<file path="src/rtl/seq_access_pkg.sv">
// Shared definitions for the access-code checker: state encoding and a width helper.
package seq_access_pkg;

  typedef enum logic [2:0] {
    S_IDLE    = 3'd0,
    S_COLLECT = 3'd1,
    S_GRANT   = 3'd2,
    S_DENY    = 3'd3,
    S_LOCK    = 3'd4
  } state_t;

  // Bits needed to hold values 0..n, never less than one bit.
  function automatic int cnt_w(input int n);
    return (n < 2) ? 1 : $clog2(n + 1);
  endfunction

endpackage

</file>
<file path="src/rtl/access_timer.sv">
// Loadable down-counter that stops at zero and flags it.
module access_timer
  import seq_access_pkg::*;
#(
  parameter int LOAD = 1
) (
  input  logic i_clk,
  input  logic i_rst,
  input  logic i_load,
  input  logic i_en,
  output logic o_zero
);

  localparam int W = cnt_w(LOAD);

  logic [W-1:0] r_cnt;

  always_ff @(posedge i_clk or posedge i_rst) begin
    if (i_rst)
      r_cnt <= '0;
    else if (i_load)
      r_cnt <= W'(LOAD);
    else if (i_en && (r_cnt != '0))
      r_cnt <= r_cnt - 1'b1;
  end

  assign o_zero = (r_cnt == '0);

endmodule

</file>
<file path="src/rtl/seq_access_ctrl.sv">
// Access-code checker: collects CODE_LEN symbols, grants or denies, and locks out
// after MAX_TRIES consecutive failures.
module seq_access_ctrl
  import seq_access_pkg::*;
#(
  parameter int SYM_W       = 1,
  parameter int CODE_LEN    = 6,
  parameter int MAX_TRIES   = 3,
  parameter int TIMEOUT     = 255,
  parameter int LOCK_CYCLES = 1023
) (
  input  logic                         Clk,
  input  logic                         Rst,
  input  logic [CODE_LEN*SYM_W-1:0]    Code,
  input  logic [SYM_W-1:0]             Sym,
  input  logic                         V,
  input  logic                         Clr,
  output logic                         Allow,
  output logic                         Deny,
  output logic                         Locked,
  output logic                         Busy,
  output logic [cnt_w(CODE_LEN)-1:0]   Pos,
  output logic [cnt_w(MAX_TRIES)-1:0]  Tries
);

  localparam int POS_W = cnt_w(CODE_LEN);
  localparam int TRY_W = cnt_w(MAX_TRIES);

  state_t           r_state;
  logic             r_flag;
  logic [POS_W-1:0] r_pos;
  logic [TRY_W-1:0] r_tries;
  logic             r_allow, r_deny, r_locked, r_busy;

  logic [SYM_W-1:0] w_ref;
  logic             w_mism, w_flag_n, w_last;
  logic [TRY_W-1:0] w_tries_inc;
  logic             w_to_load, w_to_en, w_to_zero;
  logic             w_lk_load, w_lk_en, w_lk_zero;

  // Symbol 0 sits in the MSB slice of Code; r_pos is 0 whenever the FSM is idle.
  always_comb begin
    w_ref = '0;
    for (int i = 0; i < CODE_LEN; i++)
      if (r_pos == POS_W'(i))
        w_ref = Code[(CODE_LEN-1-i)*SYM_W +: SYM_W];
  end

  assign w_mism      = (Sym != w_ref);
  assign w_flag_n    = r_flag | w_mism;
  assign w_last      = (r_pos == POS_W'(CODE_LEN - 1));
  assign w_tries_inc = (r_tries == TRY_W'(MAX_TRIES)) ? r_tries : r_tries + 1'b1;

  assign w_to_load = V && ((r_state == S_IDLE) || ((r_state == S_COLLECT) && !Clr));
  assign w_to_en   = (r_state == S_COLLECT) && !V && !Clr;
  assign w_lk_load = (r_state == S_DENY);
  assign w_lk_en   = (r_state == S_LOCK);

  // Loaded with N-1 so the zero flag is seen on the Nth counting edge.
  access_timer #(.LOAD(TIMEOUT - 1)) u_timeout (
    .i_clk(Clk), .i_rst(Rst), .i_load(w_to_load), .i_en(w_to_en), .o_zero(w_to_zero)
  );

  access_timer #(.LOAD(LOCK_CYCLES - 1)) u_lock (
    .i_clk(Clk), .i_rst(Rst), .i_load(w_lk_load), .i_en(w_lk_en), .o_zero(w_lk_zero)
  );

  always_ff @(posedge Clk or posedge Rst) begin
    if (Rst) begin
      r_state  <= S_IDLE;
      r_flag   <= 1'b0;
      r_pos    <= '0;
      r_tries  <= '0;
      r_allow  <= 1'b0;
      r_deny   <= 1'b0;
      r_locked <= 1'b0;
      r_busy   <= 1'b0;
    end else begin
      r_deny <= 1'b0;
      case (r_state)
        S_IDLE: begin
          if (V) begin
            r_flag  <= w_mism;
            r_pos   <= POS_W'(1);
            r_busy  <= 1'b1;
            r_state <= S_COLLECT;
          end
        end
        S_COLLECT: begin
          if (Clr) begin
            r_state <= S_IDLE;
            r_pos   <= '0;
            r_flag  <= 1'b0;
            r_busy  <= 1'b0;
          end else if (V) begin
            r_flag <= w_flag_n;
            r_pos  <= r_pos + 1'b1;
            if (w_last) begin
              r_busy <= 1'b0;
              if (w_flag_n) begin
                r_state <= S_DENY;
                r_deny  <= 1'b1;
                r_tries <= w_tries_inc;
              end else begin
                r_state <= S_GRANT;
                r_allow <= 1'b1;
                r_tries <= '0;
              end
            end
          end else if (w_to_zero) begin
            r_state <= S_DENY;
            r_deny  <= 1'b1;
            r_busy  <= 1'b0;
            r_tries <= w_tries_inc;
          end
        end
        S_GRANT: begin
          if (Clr) begin
            r_state <= S_IDLE;
            r_allow <= 1'b0;
            r_pos   <= '0;
            r_flag  <= 1'b0;
          end
        end
        S_DENY: begin
          r_pos  <= '0;
          r_flag <= 1'b0;
          if (r_tries == TRY_W'(MAX_TRIES)) begin
            r_state  <= S_LOCK;
            r_locked <= 1'b1;
          end else begin
            r_state <= S_IDLE;
          end
        end
        S_LOCK: begin
          if (w_lk_zero) begin
            r_state  <= S_IDLE;
            r_locked <= 1'b0;
            r_tries  <= '0;
          end
        end
        default: r_state <= S_IDLE;
      endcase
    end
  end

  assign Allow  = r_allow;
  assign Deny   = r_deny;
  assign Locked = r_locked;
  assign Busy   = r_busy;
  assign Pos    = r_pos;
  assign Tries  = r_tries;

endmodule

</file>
<file path="config.mk">
export PLATFORM = sky130hd
export DESIGN_NAME = seq_access_ctrl
export DESIGN_NICKNAME = d
export VERILOG_FILES = /design/src/rtl/seq_access_pkg.sv /design/src/rtl/access_timer.sv /design/src/rtl/seq_access_ctrl.sv
export SDC_FILE = /design/constraint.sdc
export NUM_CORES = 1
export LEC_CHECK = 0
export CAP_MARGIN = 20
export CORE_MARGIN = 2
export CORE_UTILIZATION = 55
export DETAILED_ROUTE_END_ITERATION = 6
export PLACE_DENSITY = 0.77
export SLEW_MARGIN = 20
export SYNTH_ARGS = -nofsm -noshare
export SYNTH_HDL_FRONTEND = slang
export SYNTH_SLANG_ARGS = --single-unit
</file>
<file path="constraint.sdc">
create_clock -name Clk -period 2.95 [get_ports Clk]
set_input_delay 0.59 -clock Clk [delete_from_list [all_inputs] [get_ports Clk]]
set_output_delay 0.59 -clock Clk [all_outputs]
set_load 0.05 [all_outputs]
</file>
After elaboration in Yosys (flattened, before gate mapping):

Cells that the tools add are included.

* flip-flop bits (word level): 31

* $add $sub $neg: 4
* equal/unequal tests: 24
* multiplexer cells: 56
* bitwise operators: 1
* reduce and logical (&&, ||, !) cells: 28

Operators by type and width (number)
* $mux 3: 10
* $mux 1: 28
* $mux 10: 2
* $mux 8: 2
* $ne 2x2->1 const B: 8
* $pmux 3 s5: 1
* $mux 2: 7
* $eq 3x2->1 const B: 4
* $pmux 3 s4: 1
* $reduce_bool 2->1: 6
* $logic_not 10->1: 1
* $reduce_and 5->1: 2
* $reduce_bool 10->1: 1
* $sub 10x1->10 const B: 1
* $eq 3x3->1 const B: 3
* $logic_not 8->1: 1
* $reduce_and 4->1: 2
* $reduce_bool 8->1: 1
* $sub 8x1->8 const B: 1
* $eq 3x1->1 const B: 2
* $logic_and 1x1->1: 6
* $logic_not 3->1: 2
* $ne 3x3->1 const B: 2
* $pmux 1 s2: 3
* 15 further kinds: 16

Longest topological paths before layout:

Gate-level depths: netlist of the first run.

* depth in word-level cells: 14
* depth in mapped cells: 8
* depth with buffers taken out: 7

By module:

Synthesis of the first run repeated with hierarchy kept, for this count alone.

* cells, all modules: 215
* area total of the unflattened synthesis: 1966.9 um^2

Modules (own cells, without submodules)
* seq_access_ctrl: instances 1, cells an instance 97, area an instance 860.8 um^2, sequential area each 325.3 um^2
* access_timer at u_lock: instances 1, cells an instance 71, area an instance 643.1 um^2, sequential area each 250.2 um^2
* access_timer at u_timeout: instances 1, cells an instance 47, area an instance 462.9 um^2, sequential area each 200.2 um^2

Worst setup path after synthesis of the first run:

No wires, ideal clock.

* kind: reg2reg
* start: register r_pos[0], in the netlist Pos[0]
* end: register r_state[0]
* setup time: 133 ps
* arrival: 2140 ps
* data required time: 2817 ps
* path slack: 676 ps
* stages on the path, launching flop included: 7
* period minus slack after synthesis: 2274 ps
* path through: dfrtp_1 > ha_1 > o21ai_0 > and3_1 > or4_1 > a211oi_1 > o22ai_1

* word-level cells in the longest chain between the ends: 14
* elaborated cells between the ends (all ways): 21
* classes of those cells: eq/ne (7); mux (11); bitwise (1); reduce/logical (2)

RTL lines
* start: declaration: line seq_access_ctrl.sv:31 `logic [POS_W-1:0] r_pos;`
* start signal: assignment: line seq_access_ctrl.sv:97 `r_pos <= r_pos + 1'b1;`
* $logic_not 3->1: line seq_access_ctrl.sv:45 `if (r_pos == POS_W'(i))`
* $mux 1 (6 in a row): line seq_access_ctrl.sv:45
* $ne 1x1->1: line seq_access_ctrl.sv:49 `assign w_mism = (Sym != w_ref);`
* $or 1x1->1: line seq_access_ctrl.sv:50 `assign w_flag_n = r_flag | w_mism;`
* $mux 1: line seq_access_ctrl.sv:100 `if (w_flag_n) begin`
* $mux 3: line seq_access_ctrl.sv:98 `if (w_last) begin`
* $mux 3: line seq_access_ctrl.sv:95 `end else if (V) begin`
* $mux 3: line seq_access_ctrl.sv:90 `if (Clr) begin`
* $pmux 3 s5: line seq_access_ctrl.sv:80 `case (r_state)`
* end signal: assignment: line seq_access_ctrl.sv:86 `r_state <= S_COLLECT;`
* end signal: assignment: line seq_access_ctrl.sv:91 `r_state <= S_IDLE;`
* end signal: assignment: line seq_access_ctrl.sv:101 `r_state <= S_DENY;`
* end: declaration: line seq_access_ctrl.sv:29 `state_t r_state;`

Parallel ways exist; a longest one is shown, timed or not. The select of a mux whose other input is x is not followed.
A chain may end at the register's enable or synchronous reset.

Worst setup path in the final report of the first run:

* start: input port Clr
* end: register u_timeout.r_cnt[5]

* word-level cells in the longest chain between the ends: 5
* elaborated cells between the ends (all ways): 8
* classes of those cells: mux (1); reduce/logical (7)

RTL lines
* start: declaration: line seq_access_ctrl.sv:17 `input logic Clr,`
* $logic_not 1->1 *: line seq_access_ctrl.sv:54, seq_access_ctrl.sv:55
* $logic_and 1x1->1: line seq_access_ctrl.sv:54 `assign w_to_load = V && ((r_state == S_IDLE) || ((r_state == S_COLLECT) && !Clr));`
* $logic_or 1x1->1: line seq_access_ctrl.sv:54
* $logic_and 1x1->1: line seq_access_ctrl.sv:54
* $mux 8 / $reduce_bool 2->1 (equally long branches)
* end signal: assignment: line access_timer.sv:22 `r_cnt <= W'(LOAD);`
* end signal: assignment: line access_timer.sv:24 `r_cnt <= r_cnt - 1'b1;`
* end: declaration: line access_timer.sv:16 `logic [W-1:0] r_cnt;`

Mark *: on every way between the ends. The rest lies on a longest branch, timed or not.

==> metrics, run 1 <==
Post-Route Skew=10.5 ps; grt total ovfl=0; fin cells=257; fin nets=231; Post-CTS Setup Bufs=0; syn avg cell area=9.50 um2; Syn Nets=208; worst slew pin tran=599 ps; Inserted Clock Buffers=5; ranking of synthesized cells by area=dfrtp_1 (43%), nand2_1 (5.6%), ha_1 (5.6%), nor2_1 (2.9%), xnor2_1 (2.9%); slowest CP cell=or4b_4; Async S/R FF share, synth=1.00; clk buf depth=2; Starting Density=0.583; Static Leak=0.831 nW; NetSw=810 uW; combinational power share=0.461; max incr delay on CP=620 ps; FMAX=0.420 GHz; Hold Crit Depth=2; CTS H-tree lvls=2; Die Area=3740 um2; clock latency on the worst-skew pair=340 ps; Switching Share=0.452; largest net degree at the start of global routing=32; routed vias/inst=5.58; max_cap viols=0; Residual DRC=0; part of the Yosys area used for sequential elements=0.432; Die Wd=61.1 um; CTS Hold Buffers Added=0; Worst EP arrival=2600 ps; Synth top cells by count=dfrtp_1 (31), nand2_1 (27), nor2_1 (14); clock share of power=0.139; Post-Place Cells=249; Row Count=20; DRT Pass-1 Iters=4; diodes inserted=0; reg2reg end=Tries[1]; clk root buf=clkbuf_4; Post-synth EDFFs=0; worst hold start=r_flag; IR Drop Worst-Case VDD=634 uV; cell accounting for the most synthesized area=dfrtp_1; I/O pins=20; Critical Path Start Type=input pin; I/O Buffers=19; Crit. End Element=flip-flop; Fill cells=248; Int Pwr=981 uW; die height=61.1 um; Worst-path clk slew=110 ps; register area=776 um2; final hold violation count=0; hold path endpoint=r_flag; max-slew violations=0; drt total wl=3760 um; first-pass GRT wire length=6300 um; R2R depth=7; RSZ-0062 raised after global routing=false; remaining antenna violation count=0; dpl hpwl=2710 um; clock sinks=31; R2R Setup Slk=650 ps; cell area power density=862 nW/um2; drt first-iter violations=117; synth unique cells=45; crit-path cells=clkdlybuf4s50_1, or4b_4, a211o_4, nor4_4, and3_1, o21ai_1; DR vias=1434; Reg power frac=0.400; Global Route Usage Sum=0.232; PostCTS Resize Cnt=0; CTS tree=yes; core footprint=3080 um2; Yosys top cell area share=0.432; Worst slew margin=0.590; CP Max Fanout=10; final setup violation count=0; top_reg_cell synth=dfrtp_1; overall power=1.79 mW; crit path kind=input pin to flip-flop; post-synthesis register bit count=31; Critical Path RT=3170 ps; P&R area growth vs syn=15.7%; RePlAce Congestion=0.881; crit path time final=2380 ps; buffer and inverter count on the worst path=1; Hold/Removal Path Class=flip-flop to flip-flop; count leader, synth=dfrtp_1; FF-to-FF Start=Pos[1]; yosys warns=0; area of the multi-input gates=947 um2; fin crit share=0.807; Sum Neg Setup Slack=0 ps; DR WL/cell=14.6 um; Synth Instances=189; share of post-route cells with drive strength above 1=0.0939; Mapped Area=1800 um2; cell family with most CP delay=simple AND/OR/NAND/NOR gates; initial antenna violation count=0; vias in the first global route=1373; status=finished, final reports clean
cell families after synthesis:
kind of cell,after synthesis,synth area share
AND/OR/NAND/NOR,83,0.263
AO/OA/AOI/OAI,38,0.138
flip-flops,31,0.432
buffers and inverters,15,0.0404
XOR/XNOR,12,0.0585
adder cells (fa/ha/maj),8,0.0558
multiplexers,2,0.0118
worst register-to-register path, cell delays in order, from the launching register on:
cell and delay [ps]:
dfrtp_1 420, inv_1 100, ha_1 260, nand3b_1 190, a2111oi_0 550, o31ai_1 200, a21oi_1 330, o31ai_1 130
cell type report:
cell class,count,area share
clock buffer,6,0.0199
clock inverter,2,0.00602
inverter,9,0.0163
multi-input combinational,143,0.456
sequential,31,0.373
tap,44,0.0265
timing repair buffer,22,0.102
power groups by stage:
stage | Combinational [mW] | Sequential (mW) | Clock [mW]
3_3_place_gp | 0.791 | 0.704 | 0
2_1_floorplan | 0.494 | 0.817 | 0
4_1_cts | 0.827 | 0.713 | 0.252
6_report | 0.825 | 0.717 | 0.250
3_5_place_dp | 0.821 | 0.719 | 0
5_1_grt | 0.914 | 0.742 | 0.272
flip-flops by register name (all words and copies together), names as in the netlist:
name / count
u_lock.r_cnt: 10
u_timeout.r_cnt: 8
Pos: 3
r_state: 3
Tries: 2
Allow: 1
Busy: 1
Deny: 1
Locked: 1
r_flag: 1
worst max-delay path by stage:
stage,from,end,slack [ps],depth (start not counted)
2_1_floorplan,Pos[0],r_state[0],680,6
3_3_place_gp,Clr,u_timeout.r_cnt[5],310,6
3_5_place_dp,Clr,u_timeout.r_cnt[5],220,6
4_1_cts,Clr,u_timeout.r_cnt[5],580,6
5_1_grt,Pos[1],Tries[0],430,7
6_report,Clr,u_timeout.r_cnt[5],570,6
layout by cell type (no fill, tap or decap), types with 4 or more instances in the layout:
cell type	n
and3_1	5
xnor2_1	6
o31ai_1	4
a21oi_1	9
nor2_1	14
inv_1	9
xor2_1	6
o21ai_0	8
ha_1	8
nand2_1	27
nor3_1	5
clkbuf_4	5
nand3_1	6
clkdlybuf4s50_1	19
dfrtp_1	31
through the flow:
stage	worst slack, ps	utilization	instance area (um2)	hold slack (ps)
after floorplan	676	-	1800	440
after global placement	311	0.658	2020	456
after detailed placement	219	0.658	2020	473
after CTS	579	0.675	2080	500
after global routing	433	0.675	2080	534
final	568	0.675	2080	497
layer usage:
layer / track usage / part of all wire
met1: 0.319 / 0.47
met2: 0.347 / 0.48
met3: 0.0630 / 0.026
met4: 0.0994 / 0.023
met5: 0 / 0
Power figures use the tool's default switching activity.
==> inputs of run 2 (changes only) <==
Clock period 2.95 ns to 2.5 ns, I/O delays scaled along.
==> run 2 against run 1 <==
Against the previous run:
- largest cell class unchanged
- non-clock buffer count grew 4
- sequential power up 17%
- clock power grew 50%
- critical path depth is 1 higher
- register-to-register slack got worse by 410 ps
- clock skew shrank 2.6 ps
- first-iteration DRC count is 12% higher
- via count grew 4.6%
- final area grew 2.3%
- flip-flop and latch count unchanged
- total power is 23% higher
- largest power group unchanged
==> metrics, run 2 (synthesis results as in run 1) <==
Die Wd=61.1 um; Worst-path clk slew=100 ps; register area=776 um2; CTS H-tree lvls=2; DR WL/cell=14.6 um; crit path from=Pos[1]; FMAX=0.442 GHz; DRT Pass-1 Iters=4; clock sinks=31; RSZ-0062 raised after global routing=false; Fill cells=240; max incr delay on CP=540 ps; Starting Density=0.583; clock latency on the worst-skew pair=320 ps; final hold violation count=0; R2R depth=7; PnR worst setup slack=240 ps; area of the multi-input gates=948 um2; DR vias=1500; FF-to-FF Start=Pos[1]; Inserted Clock Buffers=5; overall power=2.20 mW; Static Leak=0.860 nW; largest reg by FF count=u_lock.r_cnt; clk buf depth=2; crit path kind=flip-flop to flip-flop; R2R Setup Slk=240 ps; RePlAce Congestion=0.803; Residual DRC=0; placed inst area=2050 um2; dpl hpwl=2830 um; core footprint=3080 um2; Post-Route Skew=7.91 ps; fin nets=235; I/O pins=20; drt total wl=3790 um; Critical Path RT=2710 ps; Crit. End Element=flip-flop; CP Max Fanout=7; commonest cells after routing, fill and taps aside=dfrtp_1 (31), nand2_1 (27), clkdlybuf4s50_1 (19), nor2_1 (14); Min Hold Slack=489 ps; buffer and inverter count on the worst path=1; P&R area growth vs syn=18.5%; initial antenna violation count=0; pre-CTS setup slack=90.6 ps; cell depth of the worst setup path=7; status=finished, final reports clean; crit path time final=2260 ps; Worst slew margin=0.653; remaining antenna violation count=0; post-route design area=2130 um2; I/O Buffers=19; worst slew pin tran=519 ps; Hold/Removal Path Class=input pin to async pin; cell area power density=1030 nW/um2; die height=61.1 um; cell family with most CP delay=simple AND/OR/NAND/NOR gates; clk root buf=clkbuf_4; Sum Neg Setup Slack=0 ps; max_cap viols=0; max reg flops=10; Global Route Usage Sum=0.226; Worst EP arrival=2470 ps; crit path to=Tries[1]; share of post-route cells with drive strength above 1=0.106; CTS tree=yes; crit-path cells=inv_1, ha_1, o21ai_0, and3_1, or4_1, a21oi_1, o31ai_1; Row Count=20; largest net degree at the start of global routing=20; Critical Path Start Type=flip-flop; first-pass GRT wire length=6210 um; reg2reg end=Tries[1]; Top Registers=u_lock.r_cnt (10), u_timeout.r_cnt (8); routed vias/inst=5.77; commonest non-fill, non-tap cell in the layout=dfrtp_1; diodes inserted=0; final setup violation count=0; slowest CP cell=or4_1; drt first-iter violations=131; vias in the first global route=1411; grt total ovfl=0; max-slew violations=0; Die Area=3740 um2; fin crit share=0.904; IR Drop Worst-Case VDD=733 uV
run 2: worst reg2reg max path, cell delays in order, from the launching register on:
cell	delay [ps]
dfrtp_1	420
inv_1	110
ha_1	280
o21ai_0	120
and3_1	190
or4_1	540
a21oi_1	350
o31ai_1	130
run 2: worst min path at each step:
stage | slack [ps] | depth (start not counted) | to | from
finish | 490 | 2 | u_lock.r_cnt[5] | Rst
global route | 530 | 2 | u_lock.r_cnt[4] | Rst
CTS | 500 | 2 | Locked | Rst
detailed placement | 490 | 1 | Allow | Allow
global placement | 450 | 2 | r_flag | r_flag
floorplan | 440 | 2 | r_flag | r_flag
run 2: through the flow:
step	utilization	cells
floorplan	-	189
global placement	0.667	253
detailed placement	0.667	253
CTS	0.691	260
global route	0.691	260
finish	0.691	260
run 2: metal layers:
metal  GRT usage  vias to the layer above  routed length, um
met2       0.377                       31               1890
met3      0.0630                        6                160
li1            -                      725                  -
met1       0.286                      738               1690
met4      0.0683                        0                 46
met5           0                        -                  0
run 2: report_power, final:
group          internal (mW)  total [mW]  switching, mW
Sequential             0.658       0.838          0.180
Combinational          0.407       0.987          0.580
Clock                  0.206       0.376          0.170
run 2: what timing repair did:
action                     CTS  global route
setup buffers                0             0
resized for setup            0             1
hold buffers                 0             0
setup endpoints to repair    0             2
run 2: final cells by class:
type,instances,area share
clock buffers,6,0.0194
repair buffers,26,0.114
inverters,9,0.0159
multi-input cells,143,0.446
flip-flops and latches,31,0.365
clock inverters,1,0.0141
well taps,44,0.0259
==> inputs of run 3 (changes only) <==
Settings changed: PLACE_DENSITY 0.77 to 0.78, SETUP_SLACK_MARGIN from default to 0.1.
==> run 3 against run 2 <==
Against the previous run:
- total power is 2.9% lower
- highest routed layer unchanged
- largest cell class unchanged
- die area unchanged
- critical endpoint is now Tries[0]
- clock power fell by 13%
==> metrics, run 3 (synthesis results as in run 1) <==
grt total ovfl=0; Residual DRC=0; commonest cells after routing, fill and taps aside=dfrtp_1 (31), nand2_1 (27), clkdlybuf4s50_1 (19), nor2_1 (14); routed vias/inst=5.65; Die Area=3740 um2; diodes inserted=0; Worst slew margin=0.618; clk root buf=clkbuf_4; core footprint=3080 um2; FF-to-FF Start=Pos[1]; Row Count=20; R2R depth=7; Reg power frac=0.393; pre-CTS setup slack=71.7 ps; crit path time final=2250 ps; share of post-route cells with drive strength above 1=0.111; NetSw=914 uW; DR WL/cell=13.2 um; grt met3 use=0.0567; status=finished, final reports clean; fin crit share=0.900; Hold/Removal Path Class=flip-flop to flip-flop; P&R area growth vs syn=18.1%; final hold violation count=0; first-pass GRT wire length=5950 um; I/O pins=20; Critical Path RT=2710 ps; Switching Share=0.427; met1 GRT Util=0.262; clk buf depth=2; Top Registers=u_lock.r_cnt (10), u_timeout.r_cnt (8); I/O Buffers=19; Global Route Usage Sum=0.216; PnR worst setup slack=250 ps; Fill cells=253; CTS Hold Buffers Added=0; crit path from=Pos[1]; Final Util=0.689; cell area power density=1010 nW/um2; commonest non-fill, non-tap cell in the layout=dfrtp_1; DRT Pass-1 Iters=4; vias in the first global route=1412; max_cap viols=0; Inserted Clock Buffers=5; CP Max Fanout=7; die height=61.1 um; FMAX=0.444 GHz; clock sinks=31; worst slew pin tran=559 ps; Worst-path clk slew=90 ps; drt first-iter violations=43; Sum Neg Setup Slack=0 ps; GR met2 Demand/Resource=0.362; Static Leak=0.856 nW; Die Wd=61.1 um; max reg flops=10; area of the multi-input gates=952 um2; initial antenna violation count=0; RePlAce Congestion=0.765; max-slew violations=0; RSZ-0062 raised after global routing=false; Int Pwr=1.22 mW; largest net degree at the start of global routing=32; CTS H-tree lvls=2; grt peak-use layer=met2; clock share of power=0.154; CTS tree=yes; fin nets=234; Worst EP arrival=2460 ps; register area=776 um2; Critical Path Start Type=flip-flop; Hold Crit Depth=2; combinational power share=0.453; dpl hpwl=2530 um; DR vias=1468; crit path kind=flip-flop to flip-flop; Starting Density=0.583; drt total wl=3440 um; final setup violation count=0; reg2reg end=Tries[0]; Post-CTS Setup Bufs=0; clock latency on the worst-skew pair=330 ps; largest reg by FF count=u_lock.r_cnt; crit path to=Tries[0]; Crit. End Element=flip-flop; remaining antenna violation count=0; Post-Route Skew=6.96 ps; R2R Setup Slk=250 ps; IR Drop Worst-Case VDD=563 uV
[run 3: changes by cell type in the layout (fill, tap and decap cells not counted), sizes merged]
| cell | before | now |
|---|---|---|
| clkbuf | 6 | 8 |
| buf | 7 | 6 |
| bufinv | 1 | 0 |
[run 3: worst min-delay path by stage]
stage                 from     end
CTS                 r_flag  r_flag
global placement    r_flag  r_flag
finish              r_flag  r_flag
floorplan           r_flag  r_flag
detailed placement  r_flag  r_flag
global route        Locked  Locked
[run 3: layout make-up]
type | count | share of cell area
flip-flops and latches | 31 | 0.366
well taps | 44 | 0.0260
multi-input cells | 143 | 0.449
inverters | 9 | 0.0159
clock buffers | 8 | 0.0324
repair buffers | 25 | 0.111
[run 3: through the flow]
step | total power [mW] | instances | hold slack [ps] | area, um2
after floorplan | 1.55 | 189 | 440 | 1800
after global placement | 1.77 | 252 | 457 | 2050
after detailed placement | 1.82 | 252 | 470 | 2050
after CTS | 2.15 | 260 | 495 | 2120
after global routing | 2.29 | 260 | 537 | 2120
final | 2.14 | 260 | 492 | 2120
[run 3: power by group through the flow]
stage          clock network [mW]  logic, mW  registers (mW)
6_report                    0.329      0.969           0.840
5_1_grt                     0.361       1.07           0.866
4_1_cts                     0.339      0.975           0.837
3_5_place_dp                    0      0.968           0.847
3_3_place_gp                    0      0.944           0.831
2_1_floorplan                   0      0.583           0.965
[run 3: worst max-delay path, cell delays in order (launching register included)]
cell     delay, ps
dfrtp_1        430
inv_1          110
ha_1           260
o21ai_0        110
and3_1         200
or4_1          550
a21oi_1        350
o31ai_1        130
[run 3: repair_timing]
action,in CTS,in global routing
hold endpoints to repair,0,0
resized for setup,0,1
setup endpoints to repair,0,1
[run 3: metal layers]
metal	share of wire	vias to the layer above
met5	0	-
met3	0.049	7
met1	0.43	701
met2	0.50	34
met4	0.020	0
li1	-	726
